$ cat config.mk
export PLATFORM = sky130hd
export DESIGN_NAME = fifo_wr_ctrl
export DESIGN_NICKNAME = d
export VERILOG_FILES = /design/src/rtl/fifo_pkg.sv /design/src/rtl/fifo_sync_ff.sv /design/src/rtl/fifo_wr_ctrl.sv
export SDC_FILE = /design/constraint.sdc
export NUM_CORES = 1
export LEC_CHECK = 0
export CAP_MARGIN = 25
export CORE_ASPECT_RATIO = 0.5
export CORE_UTILIZATION = 50
export DETAILED_ROUTE_END_ITERATION = 6
export DONT_BUFFER_PORTS = 1
export PLACE_DENSITY = 0.63
export RECOVER_POWER = 25
export SYNTH_ARGS = -nofsm -noshare
export SYNTH_HDL_FRONTEND = slang
export SYNTH_SLANG_ARGS = --single-unit
$ cat constraint.sdc
create_clock -name clk_w -period 6.6 [get_ports clk_w]
set_clock_uncertainty 0.1 [all_clocks]
set_input_delay 0.99 -clock clk_w [delete_from_list [all_inputs] [get_ports clk_w]]
set_output_delay 0.99 -clock clk_w [all_outputs]
set_load 0.1 [all_outputs]
$ cat src/rtl/fifo_pkg.sv
`default_nettype none
// ============================================================================
// Module      : fifo_pkg
// Description : Shared constants and pointer-code helpers for the async FIFO
//               control stages (write side and read side).
//               - c_FIFO_ADDR_SIZE / c_DEPTH : default RAM geometry
//               - depth_of()   : DEPTH for a given address width
//               - bin2gray()   : binary -> reflected Gray code
//               - gray2bin()   : reflected Gray code -> binary
// Revision    : 1.0 - initial release
// ============================================================================
package fifo_pkg;

    localparam int c_FIFO_ADDR_SIZE = 5;
    localparam int c_DEPTH          = 2 ** c_FIFO_ADDR_SIZE;

    // Widest pointer the helpers handle. Both conversions are insensitive to
    // zero-extension (leading zeros map to leading zeros), so callers of any
    // width up to this zero-extend on the way in and take their low bits back.
    localparam int c_PTR_MAX_W = 32;

    function automatic int depth_of(input int addr_size);
        return 1 << addr_size;
    endfunction

    function automatic logic [c_PTR_MAX_W-1:0] bin2gray(input logic [c_PTR_MAX_W-1:0] bin);
        return bin ^ (bin >> 1);
    endfunction

    // Each binary bit is the XOR of all Gray bits at and above its position.
    function automatic logic [c_PTR_MAX_W-1:0] gray2bin(input logic [c_PTR_MAX_W-1:0] gray);
        logic [c_PTR_MAX_W-1:0] bin;
        bin = gray;
        for (int i = 1; i < c_PTR_MAX_W; i++) begin
            bin = bin ^ (gray >> i);
        end
        return bin;
    endfunction

endpackage : fifo_pkg
`default_nettype wire

$ cat src/rtl/fifo_sync_ff.sv
`default_nettype none
// ============================================================================
// Module      : fifo_sync_ff
// Description : Multi-flop synchroniser for a Gray-coded pointer crossing
//               into the local clock domain. Every stage resets to zero.
// Ports       : clk   - destination-domain clock
//               rst_n - asynchronous, active-low reset
//               d     - pointer from the source domain (registered there)
//               q     - pointer after STAGES destination-domain flops
// Revision    : 1.0 - initial release
// ============================================================================
module fifo_sync_ff #(
    parameter int WIDTH  = 1,
    parameter int STAGES = 2
) (
    input  logic             clk,
    input  logic             rst_n,
    input  logic [WIDTH-1:0] d,
    output logic [WIDTH-1:0] q
);

    genvar gi;
    generate
        for (gi = 0; gi < STAGES; gi++) begin : g_stage
            logic [WIDTH-1:0] r_q;
            logic [WIDTH-1:0] w_d;

            if (gi == 0) begin : g_first
                assign w_d = d;
            end else begin : g_next
                assign w_d = g_stage[gi-1].r_q;
            end

            always_ff @(posedge clk or negedge rst_n) begin
                if (!rst_n) begin
                    r_q <= '0;
                end else begin
                    r_q <= w_d;
                end
            end
        end
    endgenerate

    assign q = g_stage[STAGES-1].r_q;

endmodule : fifo_sync_ff
`default_nettype wire

$ cat src/rtl/fifo_wr_ctrl.sv
`default_nettype none
// ============================================================================
// Module      : fifo_wr_ctrl
// Description : Write-domain control stage of the async FIFO. Owns the binary
//               write pointer, drives the RAM write address, synchronises the
//               read-side Gray pointer into clk_w and derives a pessimistic
//               fill level plus full / almost_full flags.
// Ports       : clk_w       - write clock
//               rst_w       - asynchronous, active-low reset
//               w_en        - producer write request
//               r_gray_ptr  - read pointer, Gray coded, from clk_r domain
//               w_addr      - RAM write address (low bits of write pointer)
//               w_gray_ptr  - registered Gray write pointer for read side
//               full        - registered, FIFO holds DEPTH words
//               almost_full - registered, level >= DEPTH-AF_MARGIN (advisory)
//               w_level     - registered fill level (stale read pointer)
//               w_accept    - combinational, write takes effect this edge
//               w_drop      - registered pulse, write requested while full
// Revision    : 1.0 - initial release
// ============================================================================
module fifo_wr_ctrl
    import fifo_pkg::*;
#(
    parameter int FIFO_ADDR_SIZE = c_FIFO_ADDR_SIZE,  // 1..30
    parameter int AF_MARGIN      = 2,                 // 1..DEPTH-1
    parameter int SYNC_STAGES    = 2                  // >= 2
) (
    input  logic                      clk_w,
    input  logic                      rst_w,
    input  logic                      w_en,
    input  logic [FIFO_ADDR_SIZE:0]   r_gray_ptr,
    output logic [FIFO_ADDR_SIZE-1:0] w_addr,
    output logic [FIFO_ADDR_SIZE:0]   w_gray_ptr,
    output logic                      full,
    output logic                      almost_full,
    output logic [FIFO_ADDR_SIZE:0]   w_level,
    output logic                      w_accept,
    output logic                      w_drop
);

    // Pointers carry one extra wrap bit so that full and empty differ.
    localparam int                 c_PTR_W      = FIFO_ADDR_SIZE + 1;
    localparam int                 c_FIFO_DEPTH = depth_of(FIFO_ADDR_SIZE);
    localparam logic [c_PTR_W-1:0] c_FULL_LEVEL = c_PTR_W'(c_FIFO_DEPTH);
    localparam logic [c_PTR_W-1:0] c_AF_LEVEL   = c_PTR_W'(c_FIFO_DEPTH - AF_MARGIN);

    logic [c_PTR_W-1:0]     r_wbin;
    logic [c_PTR_W-1:0]     r_gray;
    logic                   r_full;
    logic                   r_almost_full;
    logic [c_PTR_W-1:0]     r_level;
    logic                   r_drop;

    logic                   w_accept_int;
    logic [c_PTR_W-1:0]     w_wbin_next;
    logic [c_PTR_W-1:0]     w_rq_gray;
    logic [c_PTR_W-1:0]     w_rbin_s;
    logic [c_PTR_W-1:0]     w_level_next;
    logic [c_PTR_MAX_W-1:0] w_gray_full;
    logic [c_PTR_MAX_W-1:0] w_rbin_full;
    logic                   w_unused_hi;

    // Read pointer into clk_w; only registered state ever sees it, so there
    // is no combinational path from r_gray_ptr to an output.
    fifo_sync_ff #(
        .WIDTH  (c_PTR_W),
        .STAGES (SYNC_STAGES)
    ) u_rptr_sync (
        .clk   (clk_w),
        .rst_n (rst_w),
        .d     (r_gray_ptr),
        .q     (w_rq_gray)
    );

    assign w_accept_int = w_en & ~r_full;
    assign w_wbin_next  = r_wbin + c_PTR_W'(w_accept_int);

    assign w_gray_full  = bin2gray(c_PTR_MAX_W'(w_wbin_next));
    assign w_rbin_full  = gray2bin(c_PTR_MAX_W'(w_rq_gray));
    assign w_rbin_s     = w_rbin_full[c_PTR_W-1:0];
    assign w_unused_hi  = ^{w_gray_full[c_PTR_MAX_W-1:c_PTR_W], w_rbin_full[c_PTR_MAX_W-1:c_PTR_W]};

    // Modular subtraction; a write and a synced read on the same edge both
    // land here, so they cancel in the level without special casing.
    assign w_level_next = w_wbin_next - w_rbin_s;

    always_ff @(posedge clk_w or negedge rst_w) begin
        if (!rst_w) begin
            r_wbin        <= '0;
            r_gray        <= '0;
            r_full        <= 1'b0;
            r_almost_full <= 1'b0;
            r_level       <= '0;
            r_drop        <= 1'b0;
        end else begin
            r_wbin        <= w_wbin_next;
            r_gray        <= w_gray_full[c_PTR_W-1:0];
            // Level never exceeds DEPTH, so equality is the Gray full test
            // (top two bits inverted, remainder equal) in binary form.
            r_full        <= (w_level_next == c_FULL_LEVEL);
            r_almost_full <= (w_level_next >= c_AF_LEVEL);
            r_level       <= w_level_next;
            r_drop        <= w_en & r_full;
        end
    end

    assign w_addr      = r_wbin[FIFO_ADDR_SIZE-1:0];
    assign w_gray_ptr  = r_gray;
    assign full        = r_full;
    assign almost_full = r_almost_full;
    assign w_level     = r_level;
    assign w_accept    = w_accept_int;
    assign w_drop      = r_drop;

endmodule : fifo_wr_ctrl
`default_nettype wire

Word level (Yosys, flattened, before mapping) --
Index checks and enable logic that the tools add are counted.
Word-level totals: register bits 33, input bits 9, output and inout port bits 21, word-level logic and storage cells 21
Operators by class: add/subtract/negate cells 2, $lt $le $gt $ge 1, equal/unequal tests 1, bitwise logic cells 9
Operators by type and width (number):
- $xor 6x5->6 | 2
- $add 6x1->6 | 1
- $eq 6x6->1 const B | 1
- $ge 6x5->1 const B | 1
- $sub 6x6->6 | 1
- $xor 6x1->6 | 1
- $xor 6x2->6 | 1
- $xor 6x3->6 | 1
- $xor 6x4->6 | 1
- $and 1x1->1 | 2
- $not 1->1 | 1

Longest topological paths before layout --
depth in word-level cells 7, depth in mapped cells 12, depth with buffers taken out 12

Hierarchy --
From an unflattened synthesis, not the netlist that was laid out.
Unflattened totals: cells, all modules 95, area, all modules 1333.8 µm²
By module, submodules not included:
- fifo_wr_ctrl | instances 1, cells an instance 83, area an instance 1033.5 µm², seq. area each 500.5 µm²
- fifo_sync_ff | instances 1, cells an instance 12, area an instance 300.3 µm², seq. area each 300.3 µm²

Worst setup path after synthesis --
Ideal clock, no wire load.
path kind input to register, start in w_en, end reg r_almost_full (netlist: almost_full), library setup time 139 ps, data arrival time 4504 ps, data required time 6361 ps, path slack 1857 ps, cell stages on the path 11, buffers on the path 0, cells stage by stage nor2b_1 > ha_1 > ha_1 > nand3_1 > xor2_1 > inv_1 > ha_1 > and3b_1 > a311oi_2 > xnor2_1 > o21ai_0
Between the ends: longest elaborated chain between the ends 4
Ends and longest elaborated chain:
- from (decl) | line fifo_wr_ctrl.sv:30 | input logic w_en,
- $and 1x1->1 | line fifo_wr_ctrl.sv:75 | assign w_accept_int = w_en & ~r_full;
- $add 6x1->6 | line fifo_wr_ctrl.sv:76 | assign w_wbin_next = r_wbin + c_PTR_W'(w_accept_int);
- named net w_wbin_next[4] | line fifo_wr_ctrl.sv:55 | logic [c_PTR_W-1:0] w_wbin_next;
- $sub 6x6->6 | line fifo_wr_ctrl.sv:85 | assign w_level_next = w_wbin_next - w_rbin_s;
- $ge 6x5->1 | line fifo_wr_ctrl.sv:101 | r_almost_full <= (w_level_next >= c_AF_LEVEL);
- to (signal assigned) | line fifo_wr_ctrl.sv:101
- to (decl) | line fifo_wr_ctrl.sv:50 | logic r_almost_full;
The timed path passes the listed nets, and every way through them passes these cells.

Worst setup path after layout --
start reg r_full (netlist: full), end reg r_full (netlist: full)
Between the ends: longest elaborated chain between the ends 5
Ends and longest elaborated chain:
- from (decl) | line fifo_wr_ctrl.sv:49 | logic r_full;
- from (signal assigned) | line fifo_wr_ctrl.sv:100 | r_full <= (w_level_next == c_FULL_LEVEL);
- $not 1->1 | line fifo_wr_ctrl.sv:75
- $and 1x1->1 | line fifo_wr_ctrl.sv:75
- named net w_accept | line fifo_wr_ctrl.sv:37 | output logic w_accept,
- $add 6x1->6 | line fifo_wr_ctrl.sv:76
- named net w_wbin_next[4] | line fifo_wr_ctrl.sv:55
- $sub 6x6->6 | line fifo_wr_ctrl.sv:85
- $eq 6x6->1 | line fifo_wr_ctrl.sv:100
The timed path passes the listed nets, and every way through them passes these cells.

==> key figures <==
Run status
  • Status: finished clean

Setup path
  • Highest net fanout along the worst path: 4
  • Cells along the critical path: nor2b_2, clkbuf_1, ha_1, ha_1, nand3_1, xor2_1, inv_1, ha_1, and3b_1, a311oi_2, xnor2_1, a2111oi_2
  • Arrival @ worst endpoint: 4410 ps
  • Critical path buffer and inverter count: 2
  • Largest delay contributor family on the critical path: simple AND/OR/NAND/NOR gates
  • Worst setup path class: register to register
  • Worst Setup End Kind: register
  • Crit path largest cell delay: 1020 ps
  • Cell type of the slowest stage on the worst timing path: sky130_fd_sc_hd__nor2b_2
  • Type of element launching the critical path: register
  • Required time at the worst-slack endpoint: 6660 ps
  • Dominant cell type by count on the critical path: sky130_fd_sc_hd__ha_1

CTS
  • # Post-CTS Setup Buffers: 0
  • Clock tree root buffer cell: sky130_fd_sc_hd__clkbuf_8
  • Clk sink count: 32
  • CTS HTree Levels: 2
  • Gates resized, CTS repair: 0
  • Hold buffer count at cts: 0
  • Source-to-sink clock delay at the later pin of the worst-skew pair: 270 ps
  • Clock tree buffer depth: 2
  • Cts bufs inserted: 5
  • Clock tree from TritonCTS: built
  • Reg clk slew, reported paths: about 60 ps

Route
  • First-pass DRT Iterations: 4
  • Total routed wirelength: 1900 um
  • DRC violations left: 0
  • First DRT Iteration DRCs: 30
  • Vias after detailed routing: 665
  • Mean routed wirelength per cell: 13.6 um
  • Detailed-route vias per instance: 4.78
  • Antenna-violating nets left: 0

Synth
  • Post-synthesis cell type count: 21
  • Synthesized area divided by synthesized cell count: 14.0 sq um
  • Syn. warnings: 0
  • Sequential share of the synthesized area: between 60 and 70%
  • Post-synthesis instance total: 95
  • Area share of the largest cell type after synthesis: 60.0%
  • Flip-flop and latch count after synthesis: 32
  • Yosys top cell by area: sky130_fd_sc_hd__dfrtp_1
  • Total nets after synthesis: 111
  • Combined area of all synthesized cells: 0.00133 sq mm
  • Dominant cells by area after synthesis: sky130_fd_sc_hd__dfrtp_1, sky130_fd_sc_hd__xor2_1, sky130_fd_sc_hd__xnor2_1

STA
  • Setup_tns: 0 ps
  • Worst slew pin tran: around 1100 ps
  • Remaining max-slew budget at the tightest pin: 27.0%
  • Tmin final: 4350 ps
  • Crit share post-route: 65.9%
  • Setup slack of the critical path after layout: 2250 ps
  • Final-report max-slew violation count: 0
  • Maximum clock frequency: 230 MHz
  • Count of endpoints failing hold in the final timing report: 0
  • Count of endpoints failing setup in the final report: 0
  • Setup repair after global routing missed its margin: no

Finish
  • Area added between synthesis and finish: 10.5%
  • Combined area of the multi-input logic cells: 487 sq um
  • Count of inserted antenna diode cells: 0
  • Number of fill cells in the layout: 181
  • Area used by sequential logic in the layout: 801 sq um
  • Most common cell after layout, fill and taps aside: sky130_fd_sc_hd__dfrtp_1
  • Layout cells sized above 1: 11.5%
  • Final nets: 119
  • Commonest cells after routing, fill and taps aside: sky130_fd_sc_hd__dfrtp_1, sky130_fd_sc_hd__inv_1, sky130_fd_sc_hd__xor2_1, sky130_fd_sc_hd__xnor2_1

Floorplan
  • Core Footprint: 0.00236 sq mm
  • Width of the die: 75.0 um
  • Height of the die: 38.5 um
  • Die Footprint: between 0.002 and 0.003 sq mm
  • Rows: 12
  • Starting density of the core: between 50% and 60%
  • Count of pins on the block boundary: 30

Global routing
  • Largest net degree at the start of global routing: 33
  • First-pass GRT wire length: 3190 um
  • Grt total ovfl: 0
  • Via count of the first global-routing pass: 682
  • GRT Overall Usage: 16.9%
  • Initial antenna violation count: 0

Placed design
  • Number of buffers added on ports: 0
  • Gpl congestion: 0.738
  • Estimated wirelength of the detail-placed design: 1440 um
  • Worst slack at placement: 2160 ps

Flow run
  • Max-cap violations: 0

Worst hold path
  • Type of the worst min-delay path: register to register
-- stage by stage --
stage / utilization, % / hold slack (ps) / cells / instance area, sq um
2_1_floorplan: - / 231 / 95 / 1330
3_5_place_dp: 58.5 / 239 / 130 / 1380
3_3_place_gp: 58.5 / 232 / 130 / 1380
5_1_grt: 62.5 / 255 / 139 / 1470
6_report: 62.5 / 250 / 139 / 1470
4_1_cts: 62.4 / 253 / 138 / 1470
-- registers in the layout, indices dropped and copies added (netlist names) --
| signal | count |
|---|---|
| w_gray_ptr | 6 |
| full | 1 |
| w_level | 6 |
| u_rptr_sync.g_stage.r_q | 6 |
| r_wbin | 5 |
| w_drop | 1 |
| almost_full | 1 |
| u_rptr_sync.q | 6 |
-- worst register-to-register path: cells and delay by family, from the launching register on --
kind	cells	cell delay, ps
buf+inv	2	290
simple gates	3	1370
xor+xnor	2	440
compound gates	2	500
flops	1	750
fa+ha+maj	3	780
-- synth_stat cells --
| library cell | n |
|---|---|
| sky130_fd_sc_hd__a2111oi_2 | 1 |
| sky130_fd_sc_hd__a211oi_1 | 1 |
| sky130_fd_sc_hd__a21oi_1 | 1 |
| sky130_fd_sc_hd__a311oi_2 | 1 |
| sky130_fd_sc_hd__and2_1 | 1 |
| sky130_fd_sc_hd__and3b_1 | 1 |
| sky130_fd_sc_hd__dfrtp_1 | 32 |
| sky130_fd_sc_hd__fa_1 | 1 |
| sky130_fd_sc_hd__ha_1 | 6 |
| sky130_fd_sc_hd__inv_1 | 13 |
| sky130_fd_sc_hd__maj3_1 | 1 |
| sky130_fd_sc_hd__nand2_1 | 2 |
| sky130_fd_sc_hd__nand2b_1 | 1 |
| sky130_fd_sc_hd__nand3_1 | 4 |
| sky130_fd_sc_hd__nor2_1 | 2 |
| sky130_fd_sc_hd__nor2b_1 | 2 |
| sky130_fd_sc_hd__o21ai_0 | 2 |
| sky130_fd_sc_hd__xnor2_1 | 9 |
| sky130_fd_sc_hd__xnor2_4 | 1 |
| sky130_fd_sc_hd__xor2_1 | 11 |
| sky130_fd_sc_hd__xor2_4 | 2 |
-- area by class of cell --
type	count	area share, %
clock buffer	8	6.11
tap	35	2.97
inverter	13	3.31
multi-input combinational	50	33.0
sequential	32	54.3
timing repair buffer	1	0.255
-- worst paths after layout --
kind / startpoint / endpoint / slack (ps) / cells after the start
max reg2reg: full / full / 2250 / 12
min: u_rptr_sync.g_stage[0].r_q[1] / u_rptr_sync.q[1] / 250 / 0
max: full / full / 2250 / 12
min reg2reg: u_rptr_sync.g_stage[0].r_q[1] / u_rptr_sync.q[1] / 250 / 0
min in group asynchronous: rst_w / w_level[5] / 310 / 0
max in group asynchronous: rst_w / u_rptr_sync.q[2] / 6010 / 0
-- per-layer routing --
metal	global-route usage, %	part of all wire, %	wire length [um]	vias to the layer above
met1	21.9	48	903	316
met4	5.66	0.74	14	0
li1	-	-	-	312
met5	0	0	0	-
met2	24.5	41	784	34
met3	8.42	10	192	3
-- kinds of logic (layout without fill, tap and decap cells) --
family | Yosys count | after routing | synth area share, %
DFF | 32 | 32 | 60.0
buffers and inverters | 13 | 22 | 3.66
xor gates and xnor gates | 23 | 23 | 19.3
AOI/OAI and AO/OA | 6 | 6 | 3.94
adders and majority gates | 8 | 8 | 7.88
and+or+nand+nor | 13 | 13 | 5.16
Power is not shown: default switching activity piles up to over one toggle a cycle in this logic, so the estimate is an artifact.
